`src/rtl/stack_pkg.sv`:
```
// stack_pkg: shared types and default sizes for the LIFO stack controller.
// Kept separate so the RAM and board top agree on widths.
`timescale 1ns/1ps
package stack_pkg;

    typedef enum logic [1:0] {
        IDLE = 2'd0,
        WR   = 2'd1,
        RD   = 2'd2,
        CAP  = 2'd3
    } state_t;

    localparam int DEF_DATA_W     = 8;
    localparam int DEF_DEPTH_LOG2 = 8;

endpackage

```
`src/rtl/stack_ctrl.sv`:
```
// stack_ctrl: sequences push/pop pulses onto an external sync-read RAM,
// owns the stack pointer, returns popped data with a one-cycle strobe.
`timescale 1ns/1ps
module stack_ctrl
    import stack_pkg::*;
#(
    parameter int DATA_W     = DEF_DATA_W,
    parameter int DEPTH_LOG2 = DEF_DEPTH_LOG2
) (
    input  logic                  clk,
    input  logic                  clr,
    input  logic                  push,
    input  logic                  pop,
    input  logic [DATA_W-1:0]     din,
    output logic                  ram_we,
    output logic [DEPTH_LOG2-1:0] ram_addr,
    output logic [DATA_W-1:0]     ram_wdata,
    input  logic [DATA_W-1:0]     ram_rdata,
    output logic [DATA_W-1:0]     dout,
    output logic                  dout_valid,
    output logic [DEPTH_LOG2:0]   count,
    output logic                  full,
    output logic                  empty,
    output logic                  busy,
    output logic                  err
);

    localparam logic [DEPTH_LOG2:0] FULL_CNT =
        {1'b1, {DEPTH_LOG2{1'b0}}};
    localparam logic [DEPTH_LOG2:0]   CNT_ONE  = (DEPTH_LOG2+1)'(1);
    localparam logic [DEPTH_LOG2-1:0] ADDR_ONE = (DEPTH_LOG2)'(1);

    state_t state;
    logic   take_push;
    logic   take_pop;

    // Status flags decode straight from the occupancy counter and state.
    assign full  = (count == FULL_CNT);
    assign empty = (count == '0);
    assign busy  = (state != IDLE);

    // Push has priority; a pop only proceeds when no push is accepted.
    assign take_push = push && !full;
    assign take_pop  = pop && !empty && !take_push;

    // Request sequencer: one write cycle per push, RD+CAP per pop.
    always_ff @(posedge clk or posedge clr) begin
        if (clr) begin
            state      <= IDLE;
            count      <= '0;
            ram_we     <= 1'b0;
            ram_addr   <= '0;
            ram_wdata  <= '0;
            dout       <= '0;
            dout_valid <= 1'b0;
            err        <= 1'b0;
        end else begin
            ram_we     <= 1'b0;
            dout_valid <= 1'b0;
            err        <= 1'b0;
            unique case (state)
                IDLE: begin
                    err <= (push && !take_push) || (pop && !take_pop);
                    if (take_push) begin
                        ram_we    <= 1'b1;
                        ram_addr  <= count[DEPTH_LOG2-1:0];
                        ram_wdata <= din;
                        count     <= count + CNT_ONE;
                        state     <= WR;
                    end else if (take_pop) begin
                        ram_addr <= count[DEPTH_LOG2-1:0] - ADDR_ONE;
                        count    <= count - CNT_ONE;
                        state    <= RD;
                    end
                end
                WR: begin
                    err   <= push || pop;
                    state <= IDLE;
                end
                RD: begin
                    err   <= push || pop;
                    state <= CAP;
                end
                CAP: begin
                    err        <= push || pop;
                    dout       <= ram_rdata;
                    dout_valid <= 1'b1;
                    state      <= IDLE;
                end
                default: state <= IDLE;
            endcase
        end
    end

endmodule

```
`config.mk`:
```
export PLATFORM = sky130hd
export DESIGN_NAME = stack_ctrl
export DESIGN_NICKNAME = d
export VERILOG_FILES = /design/src/rtl/stack_pkg.sv /design/src/rtl/stack_ctrl.sv
export SDC_FILE = /design/constraint.sdc
export NUM_CORES = 1
export LEC_CHECK = 0
export ABC_AREA = 1
export ABC_CLOCK_PERIOD_IN_PS = 2500
export BUFFER_PORTS_ARGS = -buffer_cell sky130_fd_sc_hd__buf_2
export CAP_MARGIN = 30
export CORE_MARGIN = 8
export CORE_UTILIZATION = 52
export CTS_CLUSTER_DIAMETER = 60
export DETAILED_ROUTE_END_ITERATION = 6
export GPL_ROUTABILITY_DRIVEN = 0
export HOLD_SLACK_MARGIN = 0.03
export PLACE_DENSITY = 0.78
export SYNTH_ARGS = -nofsm -noshare
export SYNTH_HDL_FRONTEND = slang
export SYNTH_SLANG_ARGS = --single-unit
```
`constraint.sdc`:
```
create_clock -name clk -period 2.5 [get_ports clk]
set_input_delay 0 -clock clk [delete_from_list [all_inputs] [get_ports clk]]
set_output_delay 0 -clock clk [all_outputs]
set_load 0.03 [all_outputs]
```
Word level (Yosys, flattened, before mapping)
Cells that the tools add are included.
{"block": "word_totals", "output_inout_bits": 39, "ff_bits": 38, "inputBits": 20, "elab_cells": 46}
{"block": "op_classes", "mux": 11, "n_eq_ne": 5, "add_sub_neg": 3, "n_reduce_logical": 19}
{"cell": "9-bit 2-to-1 mux", "count": 2}
{"cell": "8-bit 2-to-1 mux", "count": 2}
{"cell": "9-bit by 1-bit adder with 9-bit output (second input constant)", "count": 1}
{"cell": "9-bit equality test (second input constant)", "count": 1}
{"cell": "9-bit zero test", "count": 1}
{"cell": "9-bit by 1-bit subtractor with 9-bit output (second input constant)", "count": 1}
{"cell": "8-bit by 1-bit subtractor with 8-bit output (second input constant)", "count": 1}
{"cell": "2-bit one-hot mux with 3 select lines", "count": 1}
{"cell": "1-bit logical AND", "count": 5}
{"cell": "2-bit equality test (second input constant)", "count": 2}
{"cell": "1-bit zero test", "count": 4}
{"cell": "2-bit 2-to-1 mux", "count": 2}
{"cell": "2-bit AND reduction", "count": 2}
{"cell": "2-bit nonzero test", "count": 2}
{"cell": "1-bit 2-to-1 mux", "count": 3}
{"cell": "3-bit inequality test (second input constant)", "count": 1}
{"cell": "3-bit OR reduction", "count": 1}
{"cell": "2-bit by 1-bit equality test with 1-bit output (second input constant)", "count": 1}
{"cell": "2-bit zero test", "count": 1}
{"cell": "1-bit logical OR", "count": 2}
{"cell": "1-bit one-hot mux with 2 select lines", "count": 1}
{"cell": "2-bit OR reduction", "count": 1}

Longest topological paths before layout
{"block": "logic_depth", "ltp_word": 9, "mapped_depth": 18, "ltp_nobuf": 17}

Worst setup path before layout
Ideal clock, no wire load.
{"block": "synth_path", "path_kind": "register to register", "startpoint": "reg count[0]", "endpoint": "reg count[8]", "path_stages_with_launch": 17, "slack_ns": -0.003, "setup_ns": 0.117, "required_ns": 2.383, "synth_period_minus_slack_ns": 2.503, "arrival_ns": 2.386, "n_path_buf": 1, "path_cell_list": "dfrtp_1 > inv_1 > ha_1 > nand2_1 > nor2_4 > nand2_2 > nand2_4 > buf_4 > ha_1 > a21oi_1 > nand2_1 > a21oi_1 > inv_1 > nand2_1 > nand2_1 > nand2_1 > nand2_1"}
{"block": "synth_via", "elab_chain_cells": 7, "word_cells_on_any_way": 14, "cone_classes": "add/sub (2); eq/ne (1); mux (2); reduce/logical (9)"}
{"item": "from (decl)", "line_no": "stack_ctrl.sv:21", "source": "output logic [DEPTH_LOG2:0] count,"}
{"item": "from (signal assigned)", "line_no": "stack_ctrl.sv:68", "source": "count <= count + CNT_ONE;"}
{"item": "from (signal assigned)", "line_no": "stack_ctrl.sv:72", "source": "count <= count - CNT_ONE;"}
{"item": "parallel branches: the longest is 7 deep, another holds 9-bit by 1-bit subtractor with 9-bit output"}
Parallel ways; which one is timed is not known. The select of a mux whose other input is x is not followed.
A chain may end at the register's enable or synchronous reset.

Final worst setup path
{"block": "layout_path", "startpoint": "reg count[1]", "endpoint": "reg count[6]"}
Same word-level chain as after synthesis.

==> impl_results.rst <==
.. list-table::
   :header-rows: 1

   * - Metric
     - Value
   * - Largest vdd supply drop
     - 0.000847 V
   * - Startpoint type of the worst setup path
     - flip-flop
   * - Sum of net half-perimeters after detailed placement
     - 3.93 mm
   * - Startpoint-to-endpoint class of the critical path
     - reg -> reg
   * - Final setup TNS
     - 0 ns
   * - Standard cell area after detailed placement
     - 2480 µm²
   * - Mean number of vias per cell
     - 4.89
   * - Global router's overall resource usage
     - 17.5%
   * - Vias
     - 1,994
   * - Power density normalized to cell area
     - 1430 nW/µm²
   * - R2R Setup Slk
     - 0.15 ns
   * - Wire length of the first global-routing pass
     - 8.76 mm
   * - CTS Buf Count
     - 5
   * - Post-synthesis instance area
     - 2070 µm²
   * - Post-synthesis register bit count
     - 38
   * - Layout overhead on the synthesized area
     - 34.0%
   * - Slowest cell on the critical path
     - sky130_fd_sc_hd__dfrtp_2
   * - CP Depth
     - 14
   * - Clock Sink Count
     - 38
   * - Headroom to the max-slew limit
     - 51.9%
   * - Setup Viol. Count Final
     - 0
   * - Number of cells traversed by the worst register-to-register path
     - 14
   * - Post-layout net count
     - 387
   * - Worst hold path type
     - in -> reg
   * - Mapped Nets
     - 293
   * - Unique cell type count in the Yosys netlist
     - 25
   * - Number of max-capacitance violations reported
     - 0
   * - Instance count of the mapped netlist
     - 263
   * - Antenna violations before repair
     - 0
   * - Std cell rows
     - 23
   * - Clock network latency to the later pin of the worst-skew pair
     - 0.28 ns
   * - Starting density of the core
     - 52.9%
   * - Share of the cycle needed by the critical path after routing
     - 94.2%
   * - Detailed-route DRC error count
     - 0
   * - Startpoint of the most critical register-to-register path
     - count[1]$_DFFE_PP0P_
   * - Iteration-0 DRC count of the detailed router
     - 115
   * - Largest fanout of any net on the critical path
     - 6
   * - Leak pwr
     - 1.59 nW
   * - Worst path bufs/invs
     - 2
   * - Largest net degree at the start of global routing
     - 23
   * - Launch instance of the worst min-delay path
     - push
   * - Top Family by Delay on Critical Path
     - simple AND/OR/NAND/NOR gates
   * - Worst-path cell chain
     - inv_2 -> ha_1 -> nand2_1 -> nor2_4 -> nand2_2 -> nand2_4 -> inv_1 -> fa_1 -> nand3b_1 -> nand2_2 -> a21oi_1 -> xor2_1 -> nand2_1 -> nand2_1
   * - Floorplan die height
     - 79.1 µm
   * - Fill cell instance count of the final layout
     - 351
   * - Data arrival at the endpoint of the critical path
     - 2.53 ns
   * - CTS tree
     - built
   * - Required time of the critical path
     - 2.68 ns
   * - Port Buf Inserts
     - 58
   * - Placeable core region
     - 3910 µm²
   * - Antenna Nets Post-Route
     - 0
   * - Worst path max stage delay
     - 0.44 ns
   * - Final WL
     - 5.53 mm
   * - CP dominant cell by count
     - sky130_fd_sc_hd__nand2_1
   * - Deepest level of the CTS H-tree
     - 2
   * - Synth warnings
     - 0
   * - Share of cells above drive strength 1
     - 26.3%
   * - Post-Syn Area per Cell
     - 7.87 µm²
   * - Largest buffer count on any clock path
     - 2
   * - Number of global-route vias before repair
     - 1,980
   * - Final Max Tran Viols
     - 0
   * - Sequential fraction of the synthesis area
     - 45.9%
   * - Crit end category
     - flip-flop
   * - Total die area
     - 6260 µm²
   * - Run status
     - completed
   * - Capturing instance or port of the critical path
     - count[6]$_DFFE_PP0P_
   * - Final cell area excluding filler cells
     - 2780 µm²
   * - Clock transition time at the flip-flop clock pins of the worst setup and hold paths
     - 0.07 ns
   * - Root buf cell
     - sky130_fd_sc_hd__clkbuf_8
   * - Routed len/inst
     - 13.5 µm
   * - Slew at the pin closest to its max-slew limit
     - 0.721 ns
   * - Terminus of the critical flop-to-flop path
     - count[6]$_DFFE_PP0P_
   * - Startpoint of the worst setup timing path
     - count[1]$_DFFE_PP0P_
   * - Final-report hold violation count
     - 0
   * - Worst clock skew
     - 0.00747 ns
   * - Tmin final
     - 2.35 ns
   * - GRT Residual Overflow
     - 0
   * - F_max
     - 425 MHz
   * - Pre-Repair DR Iteration Count
     - 4
   * - Width of the chip
     - 79.1 µm
   * - Number of primary I/O pins
     - 59
   * - Finished Core Util
     - 70.9%
[cell families after synthesis]
logic type                 Yosys count  synth area share, %
xor gates and xnor gates            10                 4.23
AOI/OAI and AO/OA                   27                 7.01
buffers and inverters               29                 6.53
and+or+nand+nor                    149                 29.9
DFF                                 38                 45.9
adders and majority gates           10                 6.40
[cell type report]
class                      count  area [µm²]  share of cell area [%]
antenna                        1        2.50                  0.0902
tap                           50        62.6                    2.25
inverter                      24        90.1                    3.25
multi-input combinational    196         991                    35.7
clock buffer                   5        68.8                    2.48
timing repair buffer          92         597                    21.5
clock inverter                 2        10.0                   0.361
sequential                    38         953                    34.4
[worst register-to-register path: stages, from the launching register on]
cell	delay, ns
sky130_fd_sc_hd__dfrtp_2	0.44
sky130_fd_sc_hd__inv_2	0.10
sky130_fd_sc_hd__ha_1	0.16
sky130_fd_sc_hd__nand2_1	0.09
sky130_fd_sc_hd__nor2_4	0.13
sky130_fd_sc_hd__nand2_2	0.10
sky130_fd_sc_hd__nand2_4	0.12
sky130_fd_sc_hd__inv_1	0.08
sky130_fd_sc_hd__fa_1	0.39
sky130_fd_sc_hd__nand3b_1	0.19
sky130_fd_sc_hd__nand2_2	0.11
sky130_fd_sc_hd__a21oi_1	0.09
sky130_fd_sc_hd__xor2_1	0.15
sky130_fd_sc_hd__nand2_1	0.07
sky130_fd_sc_hd__nand2_1	0.04
[metrics by stage]
stage	setup WS, ns	hold slack [ns]	power, mW	cells
after floorplan	0.0522	0.110	2.83	263
after global placement	0.197	0.152	3.45	379
after detailed placement	0.0786	0.157	3.52	379
after CTS	0.0523	0.231	3.95	405
after global routing	-0.0138	0.296	4.28	407
final	0.145	0.239	3.96	408
[layout by cell type, fill, tap and decap left out, types with 3 or more instances in the layout]
cell type,Yosys,routed
sky130_fd_sc_hd__inv_1,22,21
sky130_fd_sc_hd__o21ai_0,12,12
sky130_fd_sc_hd__clkbuf_8,0,5
sky130_fd_sc_hd__nor2_1,8,8
sky130_fd_sc_hd__dlygate4sd3_1,0,19
sky130_fd_sc_hd__a21oi_1,7,6
sky130_fd_sc_hd__nand3b_1,3,3
sky130_fd_sc_hd__xnor2_1,3,3
sky130_fd_sc_hd__dfrtp_1,38,36
sky130_fd_sc_hd__buf_2,0,58
sky130_fd_sc_hd__ha_1,9,9
sky130_fd_sc_hd__xor2_1,7,7
sky130_fd_sc_hd__nand3_1,7,7
sky130_fd_sc_hd__buf_4,3,14
sky130_fd_sc_hd__o21ai_1,4,4
sky130_fd_sc_hd__nand2_2,4,5
sky130_fd_sc_hd__nand2_1,120,119
[what timing repair did]
item / 4_1_cts / 5_1_grt
hold endpoints to repair: 35 / 0
resized for setup: 0 / 7
hold buffers: 19 / 0
setup endpoints to repair: 0 / 3
buffers inserted: 0 / 2
[power by group]
part | switching [mW] | total [mW] | internal (mW)
logic | 1.66 | 2.48 | 0.820
clock network | 0.202 | 0.389 | 0.187
registers | 0.170 | 1.09 | 0.919
[worst min path at each step]
stage,cells past startpoint,to
3_3_place_gp,2,ram_addr[6]$_DFFE_PP0P_
2_1_floorplan,2,dout[0]$_DFFE_PP0P_
5_1_grt,5,ram_wdata[5]$_DFFE_PP0P_
4_1_cts,6,count[8]$_DFFE_PP0P_
3_5_place_dp,2,ram_addr[6]$_DFFE_PP0P_
6_report,6,count[8]$_DFFE_PP0P_
[cells in the mapped netlist, drive strengths merged]
| cell type | count | share of area, % |
|---|---|---|
| a21o | 2 | 0.72 |
| a21oi | 7 | 1.7 |
| buf | 5 | 2.2 |
| clkinv | 1 | 0.18 |
| dfrtp | 38 | 46 |
| fa | 1 | 0.97 |
| ha | 9 | 5.4 |
| inv | 23 | 4.2 |
| nand2 | 126 | 24 |
| nand3 | 7 | 1.7 |
| nand3b | 3 | 1.1 |
| nand4 | 1 | 0.30 |
| nor2 | 10 | 2.3 |
| nor3 | 2 | 0.48 |
| o21ai | 16 | 3.9 |
| o21bai | 2 | 0.72 |
| xnor2 | 3 | 1.3 |
| xor2 | 7 | 3.0 |
[metal layers]
metal	routed length [µm]	global-route usage (%)	vias up
met5	0	0	-
met4	93	7.59	0
li1	-	-	1005
met3	270	4.40	8
met1	2340	19.1	931
met2	2830	31.1	50
[sequential cells by signal, indices dropped and copies added (netlist names)]
| name | count |
|---|---|
| state | 2 |
| ram_we | 1 |
| dout_valid | 1 |
| ram_wdata | 8 |
| dout | 8 |
| err | 1 |
| ram_addr | 8 |
| count | 9 |
(Power assumes the default switching activity.)
